## config.mk

```make
export PLATFORM = sky130hd
export DESIGN_NAME = alu_ctrl_decoder
export DESIGN_NICKNAME = d
export VERILOG_FILES = /design/src/rtl/alu_ctrl_decoder.sv
export SDC_FILE = /design/constraint.sdc
export NUM_CORES = 1
export LEC_CHECK = 0
export CORE_MARGIN = 1
export CORE_UTILIZATION = 50
export CTS_CLUSTER_SIZE = 25
export DETAILED_ROUTE_END_ITERATION = 8
export PLACE_DENSITY = 0.85
export SYNTH_ARGS = -nofsm -noshare
export SYNTH_HDL_FRONTEND = slang
export SYNTH_SLANG_ARGS = --single-unit
```

## constraint.sdc

```tcl
create_clock -name clk -period 5.1 [get_ports clk]
set_input_delay 1.02 -clock clk [delete_from_list [all_inputs] [get_ports clk]]
set_output_delay 1.02 -clock clk [all_outputs]
set_load 0.02 [all_outputs]
```

## src/rtl/alu_ctrl_decoder.sv

```systemverilog
// rtl/alu_ctrl_decoder.sv - RV32 ALU-op decoder behind a 2-entry skid buffer.
// Optional delivery statistics (op_count, illegal_count) under `ALU_DECODE_STATS_EN.
module alu_ctrl_decoder #(
  parameter int XLEN  = 32,
  parameter int CNT_W = 16
) (
  input  logic            clk,
  input  logic            rst,
  input  logic            in_valid,
  output logic            in_ready,
  input  logic [31:0]     inst,
  output logic            out_valid,
  input  logic            out_ready,
  output logic [3:0]      alu_ctrl,
  output logic [4:0]      rd,
  output logic [4:0]      rs1,
  output logic [4:0]      rs2,
  output logic [XLEN-1:0] imm,
  output logic            use_imm,
  output logic            illegal
`ifdef ALU_DECODE_STATS_EN
  ,
  output logic [CNT_W-1:0] op_count,
  output logic [CNT_W-1:0] illegal_count
`endif
);

  typedef struct packed {
    logic [3:0]      alu_ctrl;
    logic [4:0]      rd;
    logic [4:0]      rs1;
    logic [4:0]      rs2;
    logic [XLEN-1:0] imm;
    logic            use_imm;
    logic            illegal;
  } bundle_t;

  typedef enum logic [1:0] {EMPTY = 2'd0, ONE = 2'd1, TWO = 2'd2} state_t;

  state_t  state, state_nxt;
  bundle_t dec, main_q, skid_q;
  logic    accept, deliver;

  logic [6:0] opcode, funct7;
  logic [2:0] funct3;
  logic [3:0] base_op;
  logic [3:0] ctl;
  logic       sel_imm, bad;

  assign opcode = inst[6:0];
  assign funct3 = inst[14:12];
  assign funct7 = inst[31:25];

  always_comb begin
    base_op = 4'h1;
    case (funct3)
      3'b000:  base_op = 4'h1;
      3'b001:  base_op = 4'h3;
      3'b010:  base_op = 4'h6;
      3'b011:  base_op = 4'h7;
      3'b100:  base_op = 4'h8;
      3'b101:  base_op = 4'h4;
      3'b110:  base_op = 4'h9;
      default: base_op = 4'hA;
    endcase
  end

  // Every illegal encoding collapses to the same neutral control (ADD, register operand).
  always_comb begin
    ctl     = base_op;
    sel_imm = 1'b0;
    bad     = 1'b0;
    case (opcode)
      7'b0110011: begin
        if (funct7 == 7'b0000000) begin
          ctl = base_op;
        end else if (funct7 == 7'b0100000 && funct3 == 3'b000) begin
          ctl = 4'h2;
        end else if (funct7 == 7'b0100000 && funct3 == 3'b101) begin
          ctl = 4'h5;
        end else begin
          bad = 1'b1;
        end
      end
      7'b0010011: begin
        sel_imm = 1'b1;
        if (funct3 == 3'b001) begin
          bad = (funct7 != 7'b0000000);
        end else if (funct3 == 3'b101) begin
          if (funct7 == 7'b0100000) begin
            ctl = 4'h5;
          end else if (funct7 != 7'b0000000) begin
            bad = 1'b1;
          end
        end
      end
      default: bad = 1'b1;
    endcase
    if (bad) begin
      ctl     = 4'h1;
      sel_imm = 1'b0;
    end
  end

  always_comb begin
    dec          = '0;
    dec.alu_ctrl = ctl;
    dec.rd       = inst[11:7];
    dec.rs1      = inst[19:15];
    dec.rs2      = inst[24:20];
    dec.imm      = {{(XLEN-12){inst[31]}}, inst[31:20]};
    dec.use_imm  = sel_imm;
    dec.illegal  = bad;
  end

  assign accept  = in_valid && in_ready;
  assign deliver = out_valid && out_ready;

  always_ff @(posedge clk or posedge rst) begin
    if (rst) begin
      state <= EMPTY;
    end else begin
      state <= state_nxt;
    end
  end

  always_comb begin
    state_nxt = state;
    case (state)
      EMPTY:   if (accept) state_nxt = ONE;
      ONE: begin
        if (accept && !deliver) begin
          state_nxt = TWO;
        end else if (!accept && deliver) begin
          state_nxt = EMPTY;
        end
      end
      TWO:     if (deliver) state_nxt = ONE;
      default: state_nxt = EMPTY;
    endcase
  end

  // Handshake flags decode registered state only, so out_ready never reaches in_ready.
  always_comb begin
    out_valid = (state != EMPTY);
    in_ready  = (state != TWO);
  end

  always_ff @(posedge clk or posedge rst) begin
    if (rst) begin
      main_q          <= '0;
      main_q.alu_ctrl <= 4'h1;
      skid_q          <= '0;
      skid_q.alu_ctrl <= 4'h1;
    end else begin
      case (state)
        EMPTY: if (accept) main_q <= dec;
        ONE: begin
          if (accept && deliver) begin
            main_q <= dec;
          end else if (accept) begin
            skid_q <= dec;
          end
        end
        TWO:     if (deliver) main_q <= skid_q;
        default: ;
      endcase
    end
  end

  assign alu_ctrl = main_q.alu_ctrl;
  assign rd       = main_q.rd;
  assign rs1      = main_q.rs1;
  assign rs2      = main_q.rs2;
  assign imm      = main_q.imm;
  assign use_imm  = main_q.use_imm;
  assign illegal  = main_q.illegal;

`ifdef ALU_DECODE_STATS_EN
  always_ff @(posedge clk or posedge rst) begin
    if (rst) begin
      op_count      <= '0;
      illegal_count <= '0;
    end else if (deliver) begin
      if (op_count != {CNT_W{1'b1}}) op_count <= op_count + 1'b1;
      if (main_q.illegal && illegal_count != {CNT_W{1'b1}}) begin
        illegal_count <= illegal_count + 1'b1;
      end
    end
  end
`endif

endmodule

```

==> impl_metrics.json, run 1 <==
{
  "status": "finished, final reports clean",
  "hold_viol": 0,
  "syn_inst": 290,
  "cts_hold_buf": 0,
  "yosysUniqueCellTypes": 40,
  "clk_latency_ps": 330,
  "async_flop_share": 1.000,
  "crit_path_start_kind": "register",
  "ys_ff_latch": 58,
  "pre_cts_slack_ps": 1753,
  "drtAntennaViolNets": 0,
  "cts.sinks": 58,
  "switching_share": 0.3735,
  "path_depth": 5,
  "wl_per_cell_um": 14.67,
  "synth_area_um2": 2883,
  "relSlewSlack": 0.3257,
  "r2r_start": "state[1]",
  "postCtsSetupBuffers": 0,
  "fin_worst_skew_ps": 4.195,
  "tns_ps": 0,
  "placed_cell_area_um2": 3652,
  "fmax_mhz": 310.8,
  "syn_avg_cell_area_um2": 9.941,
  "grt_pass1_vias": 2289,
  "maxSlewViolCount": 0,
  "htreeDepth": 3,
  "crit_type": "register to primary output",
  "coreArea_um2": 5540,
  "cts_buffers": 9,
  "ctsResizeCount": 0,
  "p_clk_frac": 0.178,
  "cts_max_path_buffers": 2,
  "rows": 27,
  "grt_usage": 0.2261,
  "cp.required_ps": 4080,
  "cp_slowest_cell": "clkdlybuf4s50_1",
  "hold_path.class": "register to register",
  "period_minus_slack_ps": 3218,
  "worst_slew_pin_slew_ps": 1009,
  "grt_start_max_net_pins": 59,
  "whs_path_depth": 2,
  "nNetsFinal": 394,
  "power_density_nw_per_um2": 641.3,
  "dpl.hpwl_um": 4119,
  "crit_family": "buffers and inverters",
  "cpPeakStageDelay_ps": 670,
  "critPathMaxFanout": 30,
  "drt_iter0_drc": 163,
  "seqPwrFrac": 0.328,
  "p_leak_nw": 1.608,
  "die_w_um": 77.93,
  "yosysSeqAreaShare": 0.5043,
  "rrSetupSlack_ps": 2160,
  "area_delta_synth_final_pct": 33.64,
  "drt_pass1_iterations": 4,
  "path_buf_inv": 4,
  "vdd_drop_max_mv": 0.3610,
  "holdWs_ps": 480.5,
  "cp_cell_sequence": "nor2b_2, buf_4, clkinv_1, buf_4, clkdlybuf4s50_1",
  "critPathMostFrequentCell": "buf_4",
  "antenna_found_initial": 0,
  "worst_setup_path_end_kind": "primary output",
  "setup_viol": 0,
  "vias": 2297,
  "die_h_um": 77.93,
  "post-route-period-util": 0.6309,
  "syn_nets": 329,
  "synth_ff_type": "dfrtp_1",
  "antenna_cells": 0,
  "clockRootBuffer": "clkbuf_8",
  "globalRouteOverflowTotal": 0,
  "hold_end": "skid_q[50]",
  "layout_setup_ws_ps": 1882,
  "viasPerCell": 5.329,
  "ys_warn_count": 0,
  "rsz0062_at_grt": "false",
  "num-fill-cells": 431,
  "drive_gt1_frac": 0.1532,
  "combinationalPowerShare": 0.494,
  "synth_edf_count": 0,
  "r2r_cells": 8,
  "pin_count": 91,
  "p_sw_mw": 0.9227,
  "design_area_um2": 3852,
  "p_int_mw": 1.548,
  "drt-total-wl_um": 6322,
  "die_area_um2": 6073,
  "grt_pass1_wl_um": 10490,
  "r2r_end": "skid_q[10]",
  "cap_violations": 0,
  "drc": 0,
  "start_util": 0.5203,
  "worstHoldStart": "skid_q[50]",
  "cp_data_arrival_time_ps": 2200,
  "clk_pin_slew_worst_paths_ps": 60,
  "port_buffers": 90,
  "cts_tree": "yes",
  "place.gp.congestion": 0.8420
}
## metrics by stage
stage / utilization / instances / total power [mW]
floorplan: - / 290 / 1.622
global placement: 0.6592 / 416 / 2.000
detailed placement: 0.6592 / 416 / 2.042
CTS: 0.6953 / 431 / 2.494
global route: 0.6953 / 431 / 2.625
finish: 0.6953 / 431 / 2.471
## cells by family after synthesis
family	share of synthesized area
fa+ha+maj	0.01302
flops	0.5043
mux	0.09679
xor+xnor	0.003039
simple gates	0.1632
buf+inv	0.09504
compound gates	0.1246
## layout make-up
type / instances / area (um^2) / share of cell area
inverter: 5 / 18.77 / 0.004872
clock buffer: 12 / 135.1 / 0.03508
tap: 72 / 90.09 / 0.02338
clock inverter: 3 / 65.06 / 0.01689
timing repair buffer: 94 / 930.9 / 0.2416
sequential: 58 / 1454 / 0.3774
multi-input combinational: 187 / 1159 / 0.3007
## routing by layer
layer / part of all wire / GRT usage / routed length [um]
met5: 0 / 0 / 0
met4: 0.020 / 0.1000 / 129
met3: 0.060 / 0.06000 / 381
met2: 0.50 / 0.3867 / 3157
met1: 0.42 / 0.2668 / 2654
## power by group through the flow
stage / Combinational [mW] / Clock, mW / Sequential (mW)
6_report: 1.22 / 0.441 / 0.810
5_1_grt: 1.31 / 0.476 / 0.840
4_1_cts: 1.23 / 0.451 / 0.812
3_5_place_dp: 1.22 / 0 / 0.817
3_3_place_gp: 1.20 / 0 / 0.805
2_1_floorplan: 0.696 / 0 / 0.926
## how the worst max path moves through the flow
stage / start / end / slack, ps
floorplan: state[1] / skid_q[0] / 2610
global placement: in_valid / skid_q[48] / 1820
detailed placement: in_valid / skid_q[8] / 1750
CTS: state[1] / in_ready / 1870
global route: state[1] / in_ready / 1800
finish: state[1] / in_ready / 1880
## cell usage in the layout, fill, tap and decap left out, drive strengths merged, types with 4 or more instances in the layout
cell	instances
o22a	4
a21oi	7
inv	4
a31oi	24
nor2	25
o31ai	5
nand2	62
clkbuf	12
nor2b	4
dfrtp	56
buf	4
clkdlybuf4s50	90
mux2	23
## Yosys cell counts (2+ instances only)
cell type   n  area [um^2]
a31oi_1    24        150.1
nor2_1     25        93.84
dfrtp_1    56         1401
a21oi_1     7        35.03
buf_1       4        15.01
a21o_1      2        15.01
o22a_2      4        40.04
a311oi_1    2        17.52
clkbuf_1    9        33.78
o21ai_0     3        15.01
o31ai_1     5        37.54
dfstp_2     2        52.55
o22ai_1     2        12.51
inv_1       4        15.01
or2_2       2        12.51
nand2_1    62        232.7
buf_4      25        187.7
and2_2      2        15.01
nor2b_1     4        25.02
mux2_2     23        259.0
mux2i_1     2        20.02
ha_1        3        37.54
## registers in the layout (all words and copies together), names as in the netlist
name      cells
state         2
illegal       1
alu_ctrl      4
rs2           4
skid_q       28
imm           8
rd            5
use_imm       1
rs1           5
## worst register-to-register path, delay by kind of cell, from the launching register on
kind                       cells  cell delay (ps)
adders and majority gates      1              200
buffers and inverters          3              770
and+or+nand+nor                3             1100
muxes                          1              350
DFF                            1              400
No activity file was read; power rests on OpenSTA's default activity.
==> run 2: changes to the inputs <==
--- a/config.mk
+++ b/config.mk
@@ -6,10 +6,10 @@
 export NUM_CORES = 1
 export LEC_CHECK = 0
 export CORE_MARGIN = 1
-export CORE_UTILIZATION = 50
+export CORE_UTILIZATION = 46
 export CTS_CLUSTER_SIZE = 25
 export DETAILED_ROUTE_END_ITERATION = 8
-export PLACE_DENSITY = 0.85
+export PLACE_DENSITY = 0.79
 export SYNTH_ARGS = -nofsm -noshare
 export SYNTH_HDL_FRONTEND = slang
 export SYNTH_SLANG_ARGS = --single-unit
==> constraint.sdc (replaced) <==
create_clock -name clk -period 3.2 [get_ports clk]
set_input_delay 0.64 -clock clk [delete_from_list [all_inputs] [get_ports clk]]
set_output_delay 0.64 -clock clk [all_outputs]
set_load 0.02 [all_outputs]
==> impl_metrics.json, run 2 (synthesis gave the netlist of run 1 again) <==
{
  "fin_cells": 438,
  "mostFrequentLayoutCell": "clkdlybuf4s50_1",
  "tns_ps": 0,
  "cp.required_ps": 2560,
  "dpl.hpwl_um": 4236,
  "num-fill-cells": 483,
  "cts_tree": "yes",
  "worstHoldStart": "skid_q[52]",
  "rrSetupSlack_ps": 810,
  "period_minus_slack_ps": 2474,
  "start_util": 0.4812,
  "wl_per_cell_um": 14.06,
  "vias": 2323,
  "relSlewSlack": 0.5885,
  "power_density_nw_per_um2": 991.8,
  "drive_gt1_frac": 0.1680,
  "hold_path.class": "register to register",
  "globalRouteOverflowTotal": 0,
  "cts_buffers": 9,
  "drtAntennaViolNets": 0,
  "antenna_cells": 0,
  "grt_pass1_vias": 2131,
  "cts_max_path_buffers": 2,
  "cp_data_arrival_time_ps": 1830,
  "setup_viol": 0,
  "whs_path_depth": 2,
  "p_leak_nw": 1.612,
  "grt_usage": 0.2059,
  "rows": 28,
  "vdd_drop_max_mv": 0.5539,
  "critPathMaxFanout": 17,
  "fin_worst_skew_ps": 6.787,
  "multi_input_area_um2": 1159,
  "drt_pass1_iterations": 7,
  "grt_pass1_wl_um": 9936,
  "clockRootBuffer": "clkbuf_8",
  "clk_latency_ps": 340,
  "post-route-period-util": 0.7731,
  "holdWs_ps": 485.6,
  "fmax_mhz": 404.2,
  "grt_start_max_net_pins": 34,
  "die_w_um": 81.17,
  "worst_slew_pin_slew_ps": 616.4,
  "antenna_found_initial": 0,
  "postCtsSetupBuffers": 0,
  "largest_reg_flops": 28,
  "worst_setup_path_end_kind": "primary output",
  "maxSlewViolCount": 0,
  "die_area_um2": 6588,
  "crit_path_start_kind": "register",
  "ctsResizeCount": 0,
  "clk_pin_slew_worst_paths_ps": 60,
  "crit_type": "register to primary output",
  "hold_viol": 0,
  "largest_register": "skid_q",
  "r2r_cells": 9,
  "r2r_start": "state[1]",
  "hold_end": "skid_q[52]",
  "port_buffers": 90,
  "place.gp.congestion": 0.8066,
  "die_h_um": 81.17,
  "drc": 0,
  "r2r_end": "rs1[4]",
  "viasPerCell": 5.304,
  "coreArea_um2": 5991,
  "dp.cells": 422,
  "pin_count": 91,
  "cap_violations": 0,
  "rsz0062_at_grt": "false",
  "final_cell_mix": "clkdlybuf4s50_1 (90), nand2_1 (62), dfrtp_1 (56)",
  "cts_hold_buf": 0,
  "htreeDepth": 3,
  "area_delta_synth_final_pct": 33.98,
  "drt_iter0_drc": 84,
  "regArea_um2": 1454,
  "status": "finished, final reports clean",
  "nNetsFinal": 397,
  "cts.sinks": 58,
  "drt-total-wl_um": 6159
}
run 2: cell types whose count changed in the layout (fill, tap and decap cells not counted):
cell	change
clkbuf_8	+1
buf_12	+1
clkinvlp_4	+2
bufinv_16	-2
clkinv_2	+2
clkbuf_1	-2
buf_4	+2
run 2: worst max path at each step:
stage             endpoint  slack [ps]  startpoint  depth (start not counted)
2_1_floorplan    skid_q[0]         710    state[1]                          8
3_3_place_gp   alu_ctrl[1]         580    inst[25]                          6
3_5_place_dp       use_imm         530    inst[31]                          6
4_1_cts           in_ready         710    state[1]                          4
5_1_grt             rs1[2]         580    state[1]                          9
6_report          in_ready         730    state[1]                          4
run 2: power by group:
part           leakage, nW  switching, mW  total (mW)  internal (mW)
Combinational        0.852          0.993        1.96          0.967
Clock               0.0851          0.288       0.586          0.297
Sequential           0.674          0.210        1.29           1.07
Total                 1.61           1.49        3.83           2.34
run 2: worst max-delay path, cell delays in order, from the launching register on:
cell and delay (ps):
dfrtp_1 410, nor2b_2 170, clkinv_1 50, buf_4 220, clkdlybuf4s50_1 640
run 2: metrics by stage:
step	area, um^2	power, mW	util	setup slack (ps)
floorplan	2883	2.585	-	708.2
global placement	3691	3.208	0.6161	578.3
detailed placement	3691	3.272	0.6161	527.3
CTS	3862	3.869	0.6447	712.5
global route	3862	4.089	0.6447	581.0
finish	3862	3.831	0.6447	725.9
run 2: cell type report:
class	instances	area share
Inverter	5	0.004859
Tap cell	75	0.02430
Clock buffer	11	0.03661
Clock inverter	5	0.007775
Multi-Input combinational cell	187	0.3000
Sequential cell	58	0.3764
Timing Repair Buffer	97	0.2501
run 2: routing by layer:
metal  GRT usage  wire, um  vias to the layer above
li1            -         -                     1107
met4      0.1071       132                        0
met1      0.2654      2730                     1121
met2      0.3252      2920                       84
met5           0         0                        -
met3     0.04382       376                       11
==> run 3: changes to the inputs <==
==> constraint.sdc (replaced) <==
create_clock -name clk -period 2.51 [get_ports clk]
set_input_delay 0.502 -clock clk [delete_from_list [all_inputs] [get_ports clk]]
set_output_delay 0.502 -clock clk [all_outputs]
set_load 0.02 [all_outputs]
==> impl_metrics.json, run 3 (synthesis gave the netlist of run 1 again) <==
{
  "placed_cell_area_um2": 3719,
  "port_buffers": 90,
  "die_area_um2": 6588,
  "crit_family": "buffers and inverters",
  "clockRootBuffer": "clkbuf_8",
  "drt_pass1_iterations": 4,
  "cp_slowest_cell": "clkdlybuf4s50_1",
  "cts_buffers": 9,
  "hold_viol": 0,
  "p_clk_frac": 0.167,
  "relSlewSlack": 0.6449,
  "ctsResizeCount": 0,
  "grt_usage": 0.2051,
  "die_h_um": 81.17,
  "critPathMaxFanout": 22,
  "dpl.hpwl_um": 4221,
  "power_density_nw_per_um2": 1277,
  "antenna_cells": 0,
  "fin_util": 0.6527,
  "p_int_mw": 3.121,
  "hold_path.class": "register to register",
  "drtAntennaViolNets": 0,
  "period_minus_slack_ps": 2208,
  "cpPeakStageDelay_ps": 710,
  "wl_per_cell_um": 14.16,
  "coreArea_um2": 5991,
  "post-route-period-util": 0.8798,
  "postCtsSetupBuffers": 0,
  "worst_setup_path_end_kind": "primary output",
  "cts_tree": "yes",
  "cts_max_path_buffers": 2,
  "pin_count": 91,
  "viasPerCell": 5.329,
  "worst_slew_pin_slew_ps": 532.6,
  "largest_reg_flops": 28,
  "num-fill-cells": 483,
  "path_buf_inv": 1,
  "p_sw_mw": 1.873,
  "fin_worst_skew_ps": 8.156,
  "layout_setup_ws_ps": 301.7,
  "tns_ps": 0,
  "cap_violations": 0,
  "place.gp.congestion": 0.8107,
  "combinationalPowerShare": 0.506,
  "drt-total-wl_um": 6203,
  "status": "finished, final reports clean",
  "antenna_found_initial": 0,
  "crit_path_start_kind": "register",
  "final_cell_mix": "clkdlybuf4s50_1 (90), nand2_1 (62), dfrtp_1 (56)",
  "maxSlewViolCount": 0,
  "cts_hold_buf": 0,
  "area_delta_synth_final_pct": 35.63,
  "drc": 0,
  "cp_cell_sequence": "clkdlybuf4s50_1",
  "grt_pass1_wl_um": 10090,
  "nNetsFinal": 399,
  "rrSetupSlack_ps": 590,
  "largest_register": "skid_q",
  "multi_input_area_um2": 1159,
  "cp.required_ps": 2010,
  "die_w_um": 81.17,
  "p_leak_nw": 1.644,
  "seqPwrFrac": 0.327,
  "cp_data_arrival_time_ps": 1710,
  "cts.sinks": 58,
  "clk_latency_ps": 320,
  "vdd_drop_max_mv": 0.7617,
  "drt_iter0_drc": 156,
  "start_util": 0.4812,
  "grt_start_max_net_pins": 59,
  "rsz0062_at_grt": "false",
  "mostFrequentLayoutCell": "clkdlybuf4s50_1",
  "rows": 28,
  "setup_viol": 0,
  "crit_type": "register to primary output",
  "vias": 2334,
  "regArea_um2": 1454,
  "pre_cts_slack_ps": 59.07,
  "globalRouteOverflowTotal": 0,
  "drive_gt1_frac": 0.1708,
  "fmax_mhz": 452.8,
  "switching_share": 0.3751,
  "grt_pass1_vias": 2273,
  "design_area_um2": 3910,
  "clk_pin_slew_worst_paths_ps": 60,
  "htreeDepth": 3
}
run 3: stage by stage:
stage / std cells / total power, mW / hold slack [ps]
3_3_place_gp: 424 / 4.123 / 462.5
4_1_cts: 438 / 5.038 / 486.7
5_1_grt: 438 / 5.333 / 501.9
3_5_place_dp: 424 / 4.201 / 473.8
2_1_floorplan: 290 / 3.296 / 448.4
6_report: 438 / 4.994 / 480.5
run 3: path summary, 6_finish.rpt:
path,from,endpoint,depth (start not counted)
worst max-delay path,imm[30],imm[20],1
worst min-delay path,skid_q[50],skid_q[50],2
worst max register to register,state[1],skid_q[13],7
worst min register to register,skid_q[50],skid_q[50],2
max in group asynchronous,rst,alu_ctrl[0],3
min in group asynchronous,rst,skid_q[42],3
run 3: cell type report:
| type | count | area share |
|---|---|---|
| multi-input cells | 187 | 0.2963 |
| flip-flops and latches | 58 | 0.3718 |
| repair buffers | 99 | 0.2541 |
| clock buffers | 11 | 0.03872 |
| well taps | 75 | 0.02400 |
| inverters | 5 | 0.004800 |
| clock inverters | 3 | 0.01024 |
run 3: power by group through the flow:
stage | clock network [mW] | logic [mW] | registers [mW]
after floorplan | 0 | 1.41 | 1.88
after global placement | 0 | 2.49 | 1.63
after detailed placement | 0 | 2.55 | 1.65
after CTS | 0.850 | 2.55 | 1.64
after global routing | 0.888 | 2.75 | 1.69
final | 0.833 | 2.53 | 1.63
run 3: per-layer routing:
metal | track usage | share of wire | up-vias
li1 | - | - | 1112
met1 | 0.2399 | 0.43 | 1134
met2 | 0.3521 | 0.50 | 79
met3 | 0.04382 | 0.055 | 9
met4 | 0.1071 | 0.016 | 0
met5 | 0 | 0 | -
